`src/rtl/operand_issuer_pkg.sv`:
```
// Shared defaults and the operand-pair layout for the operand issuer slice.
package operand_issuer_pkg;
    localparam int OI_W     = 10;
    localparam int OI_DEPTH = 4;

    // Field a occupies the upper half when the pair is flattened into FIFO storage.
    typedef struct packed {
        logic [OI_W-1:0] a;
        logic [OI_W-1:0] b;
    } operand_pair_t;
endpackage

```
`src/rtl/operand_issuer_if.sv`:
```
// Upstream operand handshake, issue throttle and adder-facing outputs of the issuer.
interface operand_issuer_if
    import operand_issuer_pkg::*;
#(
    parameter int W = OI_W
) ();
    logic         in_valid;
    logic         in_ready;
    logic [W-1:0] in_a;
    logic [W-1:0] in_b;
    logic         issue_en;
    logic         start;
    logic [W-1:0] a;
    logic [W-1:0] b;
    logic         busy;
    logic [15:0]  issued_cnt;

    modport master (
        output in_valid, in_a, in_b, issue_en,
        input  in_ready, start, a, b, busy, issued_cnt
    );

    modport slave (
        input  in_valid, in_a, in_b, issue_en,
        output in_ready, start, a, b, busy, issued_cnt
    );
endinterface

```
`src/rtl/operand_fifo.sv`:
```
// Operand-pair FIFO; registered head, no write-to-read bypass.
// Push ignored when full, pop ignored when empty.
module operand_fifo
    import operand_issuer_pkg::*;
#(
    parameter int W     = OI_W,
    parameter int DEPTH = OI_DEPTH
) (
    input  logic                         clk,
    input  logic                         rst,
    input  logic                         i_push,
    input  logic [2*W-1:0]               i_dat,
    input  logic                         i_pop,
    output logic [2*W-1:0]               o_dat,
    output logic                         o_full,
    output logic                         o_empty,
    output logic [$clog2(DEPTH+1)-1:0]   o_count
);
    localparam int AW = $clog2(DEPTH);
    localparam int CW = $clog2(DEPTH+1);

    logic [AW-1:0]  r_wr_ptr;
    logic [AW-1:0]  r_rd_ptr;
    logic [CW-1:0]  r_count;
    logic [2*W-1:0] r_mem [DEPTH];
    logic           w_push;
    logic           w_pop;

    assign o_full  = (r_count == CW'(DEPTH));
    assign o_empty = (r_count == '0);
    assign o_count = r_count;
    assign o_dat   = r_mem[r_rd_ptr];
    assign w_push  = i_push && !o_full;
    assign w_pop   = i_pop && !o_empty;

    // Pointers wrap naturally because DEPTH is a power of two.
    always_ff @(posedge clk) begin
        if (rst) begin
            r_wr_ptr <= '0;
            r_rd_ptr <= '0;
            r_count  <= '0;
        end else begin
            if (w_push) r_wr_ptr <= r_wr_ptr + 1'b1;
            if (w_pop)  r_rd_ptr <= r_rd_ptr + 1'b1;
            if (w_push && !w_pop)      r_count <= r_count + 1'b1;
            else if (w_pop && !w_push) r_count <= r_count - 1'b1;
        end
    end

    always_ff @(posedge clk) begin
        if (w_push) r_mem[r_wr_ptr] <= i_dat;
    end
endmodule

```
`src/rtl/operand_issuer.sv`:
```
// Queues operand pairs and issues start+A, then B one cycle later; start/a 2 cycles after accept.
// in_ready drops only when the FIFO is full; issue_en low freezes the queue.
module operand_issuer
    import operand_issuer_pkg::*;
#(
    parameter int W     = OI_W,
    parameter int DEPTH = OI_DEPTH
) (
    input  logic              clk,
    input  logic              rst,
    operand_issuer_if.slave   bus
);
    localparam int CW = $clog2(DEPTH+1);

    logic           w_push;
    logic           w_pop;
    logic           w_full;
    logic           w_empty;
    logic [CW-1:0]  w_count;
    logic [2*W-1:0] w_head;
    logic [W-1:0]   w_head_a;
    logic [W-1:0]   w_head_b;

    logic           r_start;
    logic [W-1:0]   r_a;
    logic [W-1:0]   r_b;
    logic [W-1:0]   r_pend_b;
    logic           r_pend_v;
    logic [15:0]    r_issued_cnt;

    assign w_push   = bus.in_valid && bus.in_ready;
    assign w_pop    = !w_empty && bus.issue_en;
    assign w_head_a = w_head[2*W-1:W];
    assign w_head_b = w_head[W-1:0];

    operand_fifo #(
        .W     (W),
        .DEPTH (DEPTH)
    ) u_fifo (
        .clk     (clk),
        .rst     (rst),
        .i_push  (w_push),
        .i_dat   ({bus.in_a, bus.in_b}),
        .i_pop   (w_pop),
        .o_dat   (w_head),
        .o_full  (w_full),
        .o_empty (w_empty),
        .o_count (w_count)
    );

    // B is held one cycle so it lines up with the adder's delayed copy of A.
    always_ff @(posedge clk) begin
        if (rst) begin
            r_start      <= 1'b0;
            r_a          <= '0;
            r_b          <= '0;
            r_pend_b     <= '0;
            r_pend_v     <= 1'b0;
            r_issued_cnt <= '0;
        end else begin
            r_b <= r_pend_v ? r_pend_b : '0;
            if (w_pop) begin
                r_start      <= 1'b1;
                r_a          <= w_head_a;
                r_pend_b     <= w_head_b;
                r_pend_v     <= 1'b1;
                r_issued_cnt <= r_issued_cnt + 16'd1;
            end else begin
                r_start  <= 1'b0;
                r_a      <= '0;
                r_pend_v <= 1'b0;
            end
        end
    end

    assign bus.in_ready   = !w_full;
    assign bus.start      = r_start;
    assign bus.a          = r_a;
    assign bus.b          = r_b;
    assign bus.busy       = (w_count != '0) || r_start || r_pend_v;
    assign bus.issued_cnt = r_issued_cnt;
endmodule

```
`src/flat_wrapper.sv`:
```
// flat-port wrapper written by rule: the top's interface ports become plain ports
module operand_issuer_flat import operand_issuer_pkg::*;
#(
    parameter int W     = OI_W,
    parameter int DEPTH = OI_DEPTH
)
  (clk, rst, bus_in_valid, bus_in_a, bus_in_b, bus_issue_en, bus_in_ready, bus_start, bus_a, bus_b, bus_busy, bus_issued_cnt);
  operand_issuer_if #(.W(W)) bus_i ();
  input  logic clk;
  input  logic rst;
  input wire logic [$bits(bus_i.in_valid)-1:0] bus_in_valid;
  input wire logic [$bits(bus_i.in_a)-1:0] bus_in_a;
  input wire logic [$bits(bus_i.in_b)-1:0] bus_in_b;
  input wire logic [$bits(bus_i.issue_en)-1:0] bus_issue_en;
  output wire logic [$bits(bus_i.in_ready)-1:0] bus_in_ready;
  output wire logic [$bits(bus_i.start)-1:0] bus_start;
  output wire logic [$bits(bus_i.a)-1:0] bus_a;
  output wire logic [$bits(bus_i.b)-1:0] bus_b;
  output wire logic [$bits(bus_i.busy)-1:0] bus_busy;
  output wire logic [$bits(bus_i.issued_cnt)-1:0] bus_issued_cnt;
  assign bus_i.in_valid = bus_in_valid;
  assign bus_i.in_a = bus_in_a;
  assign bus_i.in_b = bus_in_b;
  assign bus_i.issue_en = bus_issue_en;
  assign bus_in_ready = bus_i.in_ready;
  assign bus_start = bus_i.start;
  assign bus_a = bus_i.a;
  assign bus_b = bus_i.b;
  assign bus_busy = bus_i.busy;
  assign bus_issued_cnt = bus_i.issued_cnt;
  operand_issuer #(.W(W), .DEPTH(DEPTH)) u_core (.clk(clk), .rst(rst), .bus(bus_i));
endmodule
```
`config.mk`:
```
export PLATFORM = sky130hd
export DESIGN_NAME = operand_issuer_flat
export DESIGN_NICKNAME = d
export VERILOG_FILES = /design/src/rtl/operand_issuer_pkg.sv /design/src/rtl/operand_issuer_if.sv /design/src/rtl/operand_fifo.sv /design/src/rtl/operand_issuer.sv /design/src/flat_wrapper.sv
export SDC_FILE = /design/constraint.sdc
export NUM_CORES = 1
export LEC_CHECK = 0
export ABC_AREA = 0
export CAP_MARGIN = 5
export CORE_AREA = 3 3 114 116
export CTS_CLUSTER_SIZE = 28
export DETAILED_ROUTE_END_ITERATION = 6
export DIE_AREA = 0 0 117 119
export GPL_TIMING_DRIVEN = 0
export PLACE_DENSITY = 0.61
export SLEW_MARGIN = 10
export SYNTH_ARGS = -nofsm -noshare
export SYNTH_HDL_FRONTEND = slang
export SYNTH_HIERARCHICAL = 1
export SYNTH_SLANG_ARGS = --single-unit
```
`constraint.sdc`:
```
create_clock -name clk -period 8 [get_ports clk]
set_clock_uncertainty 0.1 [all_clocks]
set_input_delay 1.6 -clock clk [delete_from_list [all_inputs] [get_ports clk]]
set_output_delay 1.6 -clock clk [all_outputs]
set_load 0.02 [all_outputs]
```
==> metrics.md <==
| Metric | Value |
|---|---|
| Status | completed |
| Reg-to-reg slack, setup | between 4000 and 5000 ps |
| Die height | 119 um |
| TritonCTS clock tree | done |
| Post-DP HPWL | between 5000 and 6000 um |
| Core Footprint | around 12000 um2 |
| Post-Syn Nets | about 360 |
| WS Path Type | primary input to register |
| Critical path startpoint | bus_issue_en |
| Layout Area Growth over Synthesis | 28.9% |
| H-tree depth | 4 |
| Mapped Cells | 330 |
| # diodes | 0 |
| Critical path capture point | u_core/u_fifo/o_count[2]$_SDFFE_PP0P_ |
| WP data arrival | between 4000 and 5000 ps |
| Number of synthesized flops with an enable pin | 80 |
| Die area | about 14000 um2 |
| Top Ports | 63 |
| Root Driver | clkbuf_16 |
| Max Cap Violations | 0 |
| Req. time, crit path | approximately 8000 ps |
| Top cell type's share of synthesized area | 47.8% |
| CP max FO | 11 |
| Worst R2R End | u_core/u_fifo/o_count[2]$_SDFFE_PP0P_ |
| Starting Density | about two fifths |
| Endpoints failing setup | 0 |
| Final hold vios | 0 |
| Commonest non-fill, non-tap cells in the layout | edfxtp_1, clkdlybuf4s50_1, dfxtp_1 |
| Antenna Nets Post-Route | 0 |
| GR Util All Layers | between 10% and 20% |
| Crit start category | primary input |
| Post-CTS setup buffers | 0 |
| Primary FF master, synth | edfxtp_1 |
| Synth cell types | 38 |
| Period utilisation layout | a little under half |
| Hold Crit Class | register to register |
| Detailed Route Iter0 Violations | 84 |
| Initial antenna violation count | 0 |
| Max clock buf depth | 2 |
| CTS buffer count | 17 |
| Max VDD drop | ~170 uV |
| CP endpoint kind | register |
| Slew @ Worst Pin | 1180 ps |
| WL final | about 9400 um |
| Largest net degree at the start of global routing | 21 |
| Gr ovfl total | 0 |
| Pre-Repair DR Iteration Count | 4 |
| Max Fclk | about 260 MHz |
| Vias | roughly 2900 |
| Drt wl/cell | between 15 and 20 um |
| YS warnings | 6 |
| Fin crit period | between 3000 and 4000 ps |
| Vias per cell | between 5 and 6 |
| Share of layout cells above drive strength 1 | 14.9% |
| Final Wtd Congestion | around 0.79 |
| Overall power | roughly 2.0 mW |
| Seq/Total Area, Yosys | 70.1% |
| Power density cells | 316 nW/um2 |
| Setup TNS | 0 ps |
| Synthesized area | 5030 um2 |
| Slew HR | 21.6% |
| Sink Count | approximately 140 |
| First-pass GRT wire length | about 15000 um |
| Commonest non-fill, non-tap cell in the layout | edfxtp_1 |
| Vias in the first global route | about 2900 |
| Mean post-synth cell area | 15.2 um2 |
| NumNets Final | roughly 440 |
| DRC Markers | 0 |
| Leak | approximately 2.2 nW |
| Row Count | 40 |
| IO Port Bufs | 62 |
| Synth top area cells | edfxtp_1, dfxtp_1, mux4_2 |
| Worst-path clk slew | around 60 ps |
| Die X | ~120 um |
| # hold bufs at CTS | 0 |
| Reg2Reg Launch Point | u_core/u_fifo/o_count[1]$_SDFFE_PP0P_ |
| Post-CTS sizing | 0 |
| Worst reg2reg path depth | 11 |
| Clk_lat worst skew | between 400 and 500 ps |
| Unrepaired setup endpoints after global routing | false |
| Final Max Slew Viols | 0 |
| Cell taking the most area after synthesis | edfxtp_1 |
| FFs w/ async S/R, synth | 0% |
| FF+latch count, synth | between 100 and 150 |
[state kept, by name, indices dropped and copies added, names as in the netlist, named ones only]
signal                  flops
u_core/u_fifo/o_count       3
u_core/u_fifo/r_wr_ptr      2
u_core/bus.a               10
u_core/bus.issued_cnt      16
u_core/r_pend_b            10
u_core/r_pend_v             1
u_core/bus.b               10
u_core/u_fifo/r_mem        80
u_core/u_fifo/r_rd_ptr      2
[worst max-delay path, stage by stage]
cell and delay [ps]:
clkdlybuf4s50_1 460, nand2b_1 160, inv_1 120, buf_1 290, o31ai_2 160, ha_1 230
inv_1 60, fa_1 370, xor2_1 160, or3_1 310, a21oi_1 140
[final cells by class]
| type | count | area [um2] |
|---|---|---|
| Buffer | 12 | 70.1 |
| Clock buffer | 23 | 542 |
| Clock inverter | 9 | 106 |
| Fill cell | 991 | 5530 |
| Inverter | 8 | 30.0 |
| Multi-Input combinational cell | 174 | 1400 |
| Sequential cell | 136 | 3520 |
| Tap cell | 147 | 184 |
| Timing Repair Buffer | 62 | 621 |
[cell usage after synthesis (4+ instances only)]
cell	count
nand3_1	6
clkbuf_1	4
dfxtp_1	56
nand2_1	27
edfxtp_1	80
a21oi_1	15
ha_1	6
nor3_1	4
and2_1	24
or4_1	4
nand4_1	4
nor2_1	19
xor2_1	10
nand2b_1	4
inv_1	8
mux4_2	20
xnor2_1	4
[layer usage]
metal | up-vias | routed length, um | track usage (%)
met5 | - | 0 | 0
met4 | 0 | 176 | 6.67
met3 | 13 | 346 | 3.86
met2 | 58 | 4580 | 23.3
met1 | 1425 | 4270 | 18.7
li1 | 1370 | - | -
[cells by family (layout without fill, tap and decap cells)]
logic type | count (synthesis) | after routing | share of synthesized area (%)
buffers and inverters | 20 | 114 | 1.99
XOR/XNOR | 14 | 14 | 2.44
AND/OR/NAND/NOR | 107 | 107 | 11.3
flip-flops | 136 | 136 | 70.1
AO/OA/AOI/OAI | 23 | 23 | 2.66
multiplexers | 23 | 23 | 9.58
adder cells (fa/ha/maj) | 7 | 7 | 1.89
[worst min path at each step]
stage                                    start                              end  cells after the start
2_1_floorplan  u_core/r_pend_b[0]$_SDFFE_PP0P_       u_core/bus.b[0]$_SDFF_PP0_                      1
3_3_place_gp   u_core/r_pend_b[4]$_SDFFE_PP0P_       u_core/bus.b[4]$_SDFF_PP0_                      1
3_5_place_dp   u_core/r_pend_b[2]$_SDFFE_PP0P_  u_core/r_pend_b[2]$_SDFFE_PP0P_                      2
4_1_cts        u_core/r_pend_b[2]$_SDFFE_PP0P_  u_core/r_pend_b[2]$_SDFFE_PP0P_                      2
5_1_grt        u_core/r_pend_b[2]$_SDFFE_PP0P_  u_core/r_pend_b[2]$_SDFFE_PP0P_                      2
6_report       u_core/r_pend_b[2]$_SDFFE_PP0P_  u_core/r_pend_b[2]$_SDFFE_PP0P_                      2
[metrics by stage]
| stage | worst slack, ps | cells | hold slack [ps] | area (um2) | utilization, % |
|---|---|---|---|---|---|
| floorplan | 4520 | 330 | 330 | 5030 | - |
| global placement | 3790 | 539 | 337 | 5830 | 48.5 |
| detailed placement | 3770 | 539 | 343 | 5830 | 48.5 |
| CTS | 4180 | 571 | 349 | 6480 | 53.9 |
| global route | 3960 | 571 | 378 | 6480 | 53.9 |
| finish | 4190 | 571 | 348 | 6480 | 53.9 |
[where the power goes]
| part | internal [mW] | switching, mW | total, mW |
|---|---|---|---|
| registers | 0.841 | 0.0404 | 0.881 |
| clock network | 0.538 | 0.280 | 0.818 |
| logic | 0.172 | 0.176 | 0.348 |
| total | 1.55 | 0.496 | 2.05 |
No activity file was read; power rests on OpenSTA's default activity.
